File: src/rtl/cve2_trace_buffer.sv
// cve2_trace_buffer: triggered capture of retired-instruction records with post-trigger window and FIFO readout.
module cve2_trace_buffer #(
  parameter int Depth    = 16,
  parameter int PostTrig = 8
) (
  input  logic                       clk_i,
  input  logic                       rst_ni,
  input  logic                       rvfi_valid_i,
  input  logic [31:0]                rvfi_pc_rdata_i,
  input  logic [31:0]                rvfi_insn_i,
  input  logic                       rvfi_trap_i,
  input  logic [4:0]                 rvfi_rd_addr_i,
  input  logic [31:0]                rvfi_rd_wdata_i,
  input  logic                       arm_i,
  input  logic                       abort_i,
  input  logic                       wrap_mode_i,
  input  logic                       trig_en_i,
  input  logic [31:0]                trig_pc_i,
  output logic                       rd_valid_o,
  input  logic                       rd_ready_i,
  output logic [31:0]                rd_pc_o,
  output logic [31:0]                rd_insn_o,
  output logic                       rd_trap_o,
  output logic [4:0]                 rd_rd_addr_o,
  output logic [31:0]                rd_rd_wdata_o,
  output logic [1:0]                 state_o,
  output logic [$clog2(Depth+1)-1:0] count_o,
  output logic                       overflow_o
);
  localparam int AW = $clog2(Depth);
  localparam int CW = $clog2(Depth+1);

  typedef enum logic [1:0] {IDLE = 2'b00, ARMED = 2'b01, TRIGGERED = 2'b10, DONE = 2'b11} state_e;

  typedef struct packed {
    logic [31:0] pc;
    logic [31:0] insn;
    logic        trap;
    logic [4:0]  rd_addr;
    logic [31:0] rd_wdata;
  } rec_t;

  rec_t          mem_q [Depth];
  rec_t          rd_rec;
  state_e        state_q, state_d;
  logic [AW-1:0] wptr_q, wptr_d, rptr_q, rptr_d, post_q, post_d;
  logic [CW-1:0] count_q, count_d;
  logic          overflow_q, overflow_d;
  logic          full, capt, trig, we, stop_full;

  always_comb begin
    state_d    = state_q;
    wptr_d     = wptr_q;
    rptr_d     = rptr_q;
    count_d    = count_q;
    overflow_d = overflow_q;
    post_d     = post_q;
    full       = count_q == CW'(Depth);
    capt       = rvfi_valid_i && (state_q == ARMED || state_q == TRIGGERED);
    trig       = rvfi_valid_i && state_q == ARMED && (!trig_en_i || rvfi_pc_rdata_i == trig_pc_i);
    we         = capt && (!full || wrap_mode_i) && !abort_i;
    stop_full  = 1'b0;
    if (abort_i) begin
      state_d    = IDLE;
      wptr_d     = '0;
      rptr_d     = '0;
      count_d    = '0;
      overflow_d = 1'b0;
      post_d     = '0;
    end else begin
      overflow_d = overflow_q | (capt && full);
      wptr_d     = we ? wptr_q + 1'b1 : wptr_q;
      rptr_d     = (we && full) ? rptr_q + 1'b1 : rptr_q;
      count_d    = (we && !full) ? count_q + 1'b1 : count_q;
      // In stop mode a full buffer ends the capture window early
      stop_full  = !wrap_mode_i && count_d == CW'(Depth);
      if (state_q == IDLE && arm_i) begin
        state_d    = ARMED;
        wptr_d     = '0;
        rptr_d     = '0;
        count_d    = '0;
        overflow_d = 1'b0;
      end
      if (trig) begin
        post_d  = AW'(PostTrig);
        state_d = (PostTrig == 0 || stop_full) ? DONE : TRIGGERED;
      end
      if (state_q == TRIGGERED && capt) begin
        post_d  = post_q - 1'b1;
        state_d = (post_q == AW'(1) || stop_full) ? DONE : TRIGGERED;
      end
      if (state_q == DONE) begin
        state_d = (count_q == '0) ? IDLE : DONE;
        rptr_d  = (rd_valid_o && rd_ready_i) ? rptr_q + 1'b1 : rptr_q;
        count_d = (rd_valid_o && rd_ready_i) ? count_q - 1'b1 : count_q;
      end
    end
  end

  always_ff @(posedge clk_i or negedge rst_ni) begin
    if (!rst_ni) begin
      state_q    <= IDLE;
      wptr_q     <= '0;
      rptr_q     <= '0;
      count_q    <= '0;
      overflow_q <= 1'b0;
      post_q     <= '0;
    end else begin
      state_q    <= state_d;
      wptr_q     <= wptr_d;
      rptr_q     <= rptr_d;
      count_q    <= count_d;
      overflow_q <= overflow_d;
      post_q     <= post_d;
    end
  end

  always_ff @(posedge clk_i) begin
    if (we) mem_q[wptr_q] <= {rvfi_pc_rdata_i, rvfi_insn_i, rvfi_trap_i, rvfi_rd_addr_i, rvfi_rd_wdata_i};
  end

  assign rd_valid_o    = state_q == DONE && count_q != '0;
  assign rd_rec        = rd_valid_o ? mem_q[rptr_q] : '0;
  assign rd_pc_o       = rd_rec.pc;
  assign rd_insn_o     = rd_rec.insn;
  assign rd_trap_o     = rd_rec.trap;
  assign rd_rd_addr_o  = rd_rec.rd_addr;
  assign rd_rd_wdata_o = rd_rec.rd_wdata;
  assign state_o       = state_q;
  assign count_o       = count_q;
  assign overflow_o    = overflow_q;
endmodule
File: config.mk
export PLATFORM = sky130hd
export DESIGN_NAME = cve2_trace_buffer
export DESIGN_NICKNAME = d
export VERILOG_FILES = /design/src/rtl/cve2_trace_buffer.sv
export SDC_FILE = /design/constraint.sdc
export NUM_CORES = 1
export LEC_CHECK = 0
export BUFFER_PORTS_ARGS = -buffer_cell sky130_fd_sc_hd__buf_2
export CAP_MARGIN = 30
export CORE_ASPECT_RATIO = 1.5
export CORE_MARGIN = 5
export CORE_UTILIZATION = 43
export CTS_CLUSTER_SIZE = 8
export DETAILED_ROUTE_END_ITERATION = 16
export SKIP_LAST_GASP = 1
export SLEW_MARGIN = 20
export SYNTH_ARGS = -nofsm -noshare
export SYNTH_HDL_FRONTEND = slang
export SYNTH_SLANG_ARGS = --single-unit
File: constraint.sdc
create_clock -name clk_i -period 24.7 [get_ports clk_i]
set_input_delay 4.94 -clock clk_i [delete_from_list [all_inputs] [get_ports clk_i]]
set_output_delay 4.94 -clock clk_i [all_outputs]
set_load 0.02 [all_outputs]
=== After elaboration in Yosys (flattened, before gate mapping) ===
Memory sizes are Yosys's and may differ from the RTL's.
Index checks and enable logic that the tools add are counted.
W data, S select, Z words.

* Bits in registers: 20
* Memory bits (writable): 1632
* Logic and storage cells: 79
* Memories kept: 1

{| class="wikitable"
|+ Memories
! name !! words !! bits a word !! rd ports !! clocked after memory_dff !! wr ports !! line !! RTL
|-
| mem_q || 16 || 102 || 1 || 0 || 1 || 43 || <nowiki>rec_t mem_q [Depth];</nowiki>
|}

* Add/subtract/negate cells: 5
* Equality and inequality tests: 8
* Multiplexer cells: 29
* Bitwise operators: 1
* Reductions and logical operators: 29

{| class="wikitable"
|+ Operators with widths
! cell !! count
|-
| $mux W102 || 1
|-
| $mux W4 || 11
|-
| $eq A32 B32 Y1 || 1
|-
| $mux W5 || 5
|-
| $logic_and A1 B1 Y1 || 13
|-
| $mux W2 || 6
|-
| $eq A5 B5 Y1 const B || 2
|-
| $reduce_bool A5 Y1 || 2
|-
| $add A4 B1 Y4 const B || 2
|-
| $mux W1 || 6
|-
| $reduce_bool A3 Y1 || 2
|-
| $add A5 B1 Y5 const B || 1
|-
| $logic_not A5 Y1 || 1
|-
| $sub A5 B1 Y5 const B || 1
|-
| $eq A2 B2 Y1 const B || 2
|-
| $eq A4 B1 Y1 const B || 1
|-
| $logic_not A1 Y1 || 4
|-
| $logic_or A1 B1 Y1 || 4
|-
| $reduce_bool A4 Y1 || 1
|-
| $sub A4 B1 Y4 const B || 1
|-
| $ne A3 B2 Y1 const B || 1
|-
| $eq A2 B1 Y1 const B || 1
|-
| $logic_not A2 Y1 || 1
|-
| $reduce_and A2 Y1 || 1
|-
| $or A1 B1 Y1 || 1
|}

=== Longest topological paths before layout ===
* Depth in word-level cells: 14
* Gate-level depth with buffers: 9

=== Worst setup path before layout ===
Ideal clock, no wire load.

* Path kind: input to register
* From: in rvfi_valid_i
* To: mem mem_q[0][0] (netlist bit), enable pin
* Library setup time: 0.688 ns
* Data arrival time: 12.593 ns
* Path slack: 11.419 ns
* Stages on the path: 5
* Cells stage by stage: clkbuf_1 nand3b_1 nor2_1 nand2_1 nor3_1

* Cells in the longest elaborated chain, start to end: 5

{| class="wikitable"
|+ RTL lines
! item !! line !! RTL
|-
| start: declaration || 8 || <nowiki>input logic rvfi_valid_i,</nowiki>
|-
| $logic_and A1 B1 Y1 || 59 || <nowiki>capt = rvfi_valid_i && (state_q == ARMED || state_q == TRIGGERED);</nowiki>
|-
| $logic_and A1 B1 Y1 (2 in a row) || 61 || <nowiki>we = capt && (!full || wrap_mode_i) && !abort_i;</nowiki>
|-
| $mux W1 || 119 || <nowiki>if (we) mem_q[wptr_q] <= {rvfi_pc_rdata_i, rvfi_insn_i, rvfi_trap_i, rvfi_rd_addr_i, rvfi_rd_wdata_i};</nowiki>
|-
| $mux W1 (not written as such) || 119 ||
|-
| end: declaration || 43 ||
|}

Every way passes these cells.

=== Final worst setup path ===
* From: reg rptr_q[0]
* To: out rd_pc_o[19]

* Cells in the longest elaborated chain, start to end: 2

{| class="wikitable"
|+ RTL lines
! item !! line !! RTL
|-
| start: declaration || 46 || <nowiki>logic [AW-1:0] wptr_q, wptr_d, rptr_q, rptr_d, post_q, post_d;</nowiki>
|-
| start signal: assignment || 111 || <nowiki>rptr_q <= rptr_d;</nowiki>
|-
| $mem_v2 Z16 W102 || -- ||
|-
| $mux W102 || 123 || <nowiki>assign rd_rec = rd_valid_o ? mem_q[rptr_q] : '0;</nowiki>
|-
| end: declaration || 21 || <nowiki>output logic [31:0] rd_pc_o,</nowiki>
|}

Every way passes these cells.

==> results.md <==
- Synthesis-stage register bit count: 1652
- Post-CTS Resized: 0
- Worst-path clk slew: 0.06 ns
- F_max: 0.0959 GHz
- Die area: 0.156 mm^2
- Leakage power: 22.9 nW
- CP endpoint kind: output port
- Vias/cell: 5.89
- Post-Syn Area per Cell: 24.4 um^2
- Vias in the first global route: 32288
- Largest net degree at the start of global routing: 135
- Most used DFF post-synth: edfxtp_1
- Cts bufs inserted: 224
- Hold Path Class: reg -> reg
- Max VDD drop: 0.0000771 V
- Post-Syn Area: 0.0636 mm^2
- Total track usage: 0.199
- Reg2Reg Launch Point: count_o[0]$_DFFE_PN0P_
- Area Overhead vs Synth: 15.6%
- Critical Path RT: 19.76 ns
- CP arrival: 5.48 ns
- Post-synth EDFFs: 1632
- Status: finished, final reports clean
- Final ANT Viol Nets: 0
- Rel. slew slack: 0.335
- Crit-path max FO: 82
- Area after DPL: 0.0675 mm^2
- Library cells used by synthesis: 41
- Post-DR wirelength/cell: 30.9 um
- First-pass DRT Iterations: 5
- Synth warn: 0
- Leading cell types in the layout, fill and taps excluded: edfxtp_1 (1632), mux4_2 (510), buf_2 (252)
- Nets: 3169
- Clk Latency, worst-skew pair: 0.82 ns
- Top-area cell type share of the netlist area: 0.771
- Cell area after layout: 0.0735 mm^2
- Die H: 481 um
- RSZ-0062 raised after global routing: no
- Row Count: 172
- GRT overflow: 0
- Residual DRC: 0
- Number of hold violations in the final report: 0
- Tot Pwr: 7.05 mW
- Top cells by area, synth: edfxtp_1 (77%), mux4_2 (18%), nor2b_1 (1.0%), dfrtp_1 (0.79%), xnor2_1 (0.47%)
- TritonCTS clock tree: built
- Initial antenna violation count: 26
- Initial core utilization: 0.433
- Fraction of registers with async set/reset: 0.0121
- CTS Buffer Depth: 3
- Synth Instances: 2603
- TNS Setup: 0 ns
- Detail Placement HPWL: 76500 um
- Routability Congestion: 0.778
- I/O pin cnt: 253
- Port bufs: 252
- Routed WL: 153000 um
- Reg-to-reg endpoint: mem_q[14][20]$_DFFE_PP_
- Clock sinks: 1652
- # hold bufs at CTS: 0
- CTS Root Cell: clkbuf_16
- Share of cells above drive strength 1: 0.361
- Clk_skew: 0.0402 ns
- Fin crit period: 10.42 ns
- Die Span X: 324 um
- Commonest non-fill, non-tap cell in the layout: edfxtp_1
- First-pass GRT wire length: 223000 um
- Fin. max-slew vios: 0
- CP Capture Point: rd_pc_o[19]
- Fill cell count: 11516
- Post-route clock period utilization: 0.422
- Register area share after synthesis: 0.779
- Final-report setup violation count: 0
- Pwr dens: 95.9 mW/mm^2
- Cell taking the most area after synthesis: edfxtp_1
- Iter 0 DRT Violations: 2633
- Path depth of the worst reg2reg path: 9
- Routed via count: 29236
- Total of max-cap violations: 0
- R2R setup slack: 20.77 ns
- Core area: 0.147 mm^2
- Startpoint Class: register
- CP Launch Point: rptr_q[0]$_DFFE_PN0P_
- Syn_nets: 2759
- CP Class: reg -> out
- Worst slew pin tran: 0.997 ns
- Setup bufs post-CTS: 0
- Htree depth: 4
## registers in the layout, indices dropped and copies added, names as in the netlist
register,flops
count_o,5
overflow_o,1
state_o,2
wptr_q,4
post_q,4
rptr_q,4
mem_q,1632
## final cells by class
| cell class | count | area [um^2] | share of cell area |
|---|---|---|---|
| Multi-Input combinational cell | 803 | 13500 | 0.184 |
| Clock buffer | 238 | 5680 | 0.0772 |
| Timing Repair Buffer | 320 | 2100 | 0.0285 |
| Tap cell | 1914 | 2390 | 0.0326 |
| Clock inverter | 15 | 236 | 0.00322 |
| Antenna cell | 12 | 30.0 | 0.000408 |
| Inverter | 12 | 45.0 | 0.000613 |
| Sequential cell | 1652 | 49500 | 0.674 |
## through the flow
step | cells | util | setup WS [ns] | hold WS [ns]
5_1_grt | 4957 | 0.501 | 13.75 | 0.550
4_1_cts | 4950 | 0.500 | 13.55 | 0.530
3_5_place_dp | 4697 | 0.460 | 14.46 | 0.506
6_report | 4966 | 0.501 | 14.28 | 0.537
3_3_place_gp | 4689 | 0.458 | 14.37 | 0.500
2_1_floorplan | 2603 | - | 11.42 | 0.499
## worst max-delay path, cell delays in order (launching register included)
cell,delay [ns]
dfrtp_4,0.98
buf_12,0.39
buf_12,0.36
buf_16,0.47
buf_4,0.52
buf_16,0.32
mux4_2,0.54
mux4_2,0.48
nor2b_1,0.16
buf_2,0.21
## worst min path at each step
stage | start | end | slack [ns] | cells after the start
6_report | overflow_o$_DFF_PN0_ | overflow_o$_DFF_PN0_ | 0.54 | 2
5_1_grt | overflow_o$_DFF_PN0_ | overflow_o$_DFF_PN0_ | 0.55 | 2
4_1_cts | overflow_o$_DFF_PN0_ | overflow_o$_DFF_PN0_ | 0.53 | 2
3_5_place_dp | overflow_o$_DFF_PN0_ | overflow_o$_DFF_PN0_ | 0.51 | 2
3_3_place_gp | overflow_o$_DFF_PN0_ | overflow_o$_DFF_PN0_ | 0.50 | 2
2_1_floorplan | post_q[0]$_DFFE_PN0P_ | post_q[0]$_DFFE_PN0P_ | 0.50 | 1
## where the power goes
part	total [mW]	internal [mW]	leakage [nW]	switching (mW)
sequential	3.16	3.12	14.9	0.0378
clock	2.67	1.60	2.89	1.07
combinational	1.23	0.685	5.04	0.540
total	7.05	5.40	22.9	1.65
## cell usage after synthesis (6+ instances only)
master / count
nand4_1: 11
buf_2: 42
nand2_1: 23
nor2_1: 33
nand3_1: 7
mux4_2: 510
dfrtp_1: 20
xnor2_1: 34
edfxtp_1: 1632
nor2b_1: 103
xor2_1: 7
o21ai_0: 9
inv_1: 12
buf_4: 9
ha_1: 14
nor3_1: 12
clkbuf_1: 77
a21oi_1: 6
## per-layer routing
metal | track usage | vias to the layer above | share of wire
met4 | 0.0505 | 18 | 0.020
li1 | - | 11881 | -
met1 | 0.269 | 16142 | 0.40
met5 | 0 | - | 0.00076
met2 | 0.335 | 980 | 0.51
met3 | 0.0405 | 215 | 0.065
## cells by family (layout without fill, tap and decap cells)
kind of cell / Yosys count / count (layout) / synth area share
flops: 1652 / 1652 / 0.779
mux: 517 / 517 / 0.182
simple gates: 199 / 199 / 0.0172
buf+inv: 148 / 585 / 0.0106
xor+xnor: 41 / 41 / 0.00565
compound gates: 32 / 32 / 0.00323
fa+ha+maj: 14 / 14 / 0.00276
other cells: 0 / 12 / 0
Power figures use the tool's default switching activity.
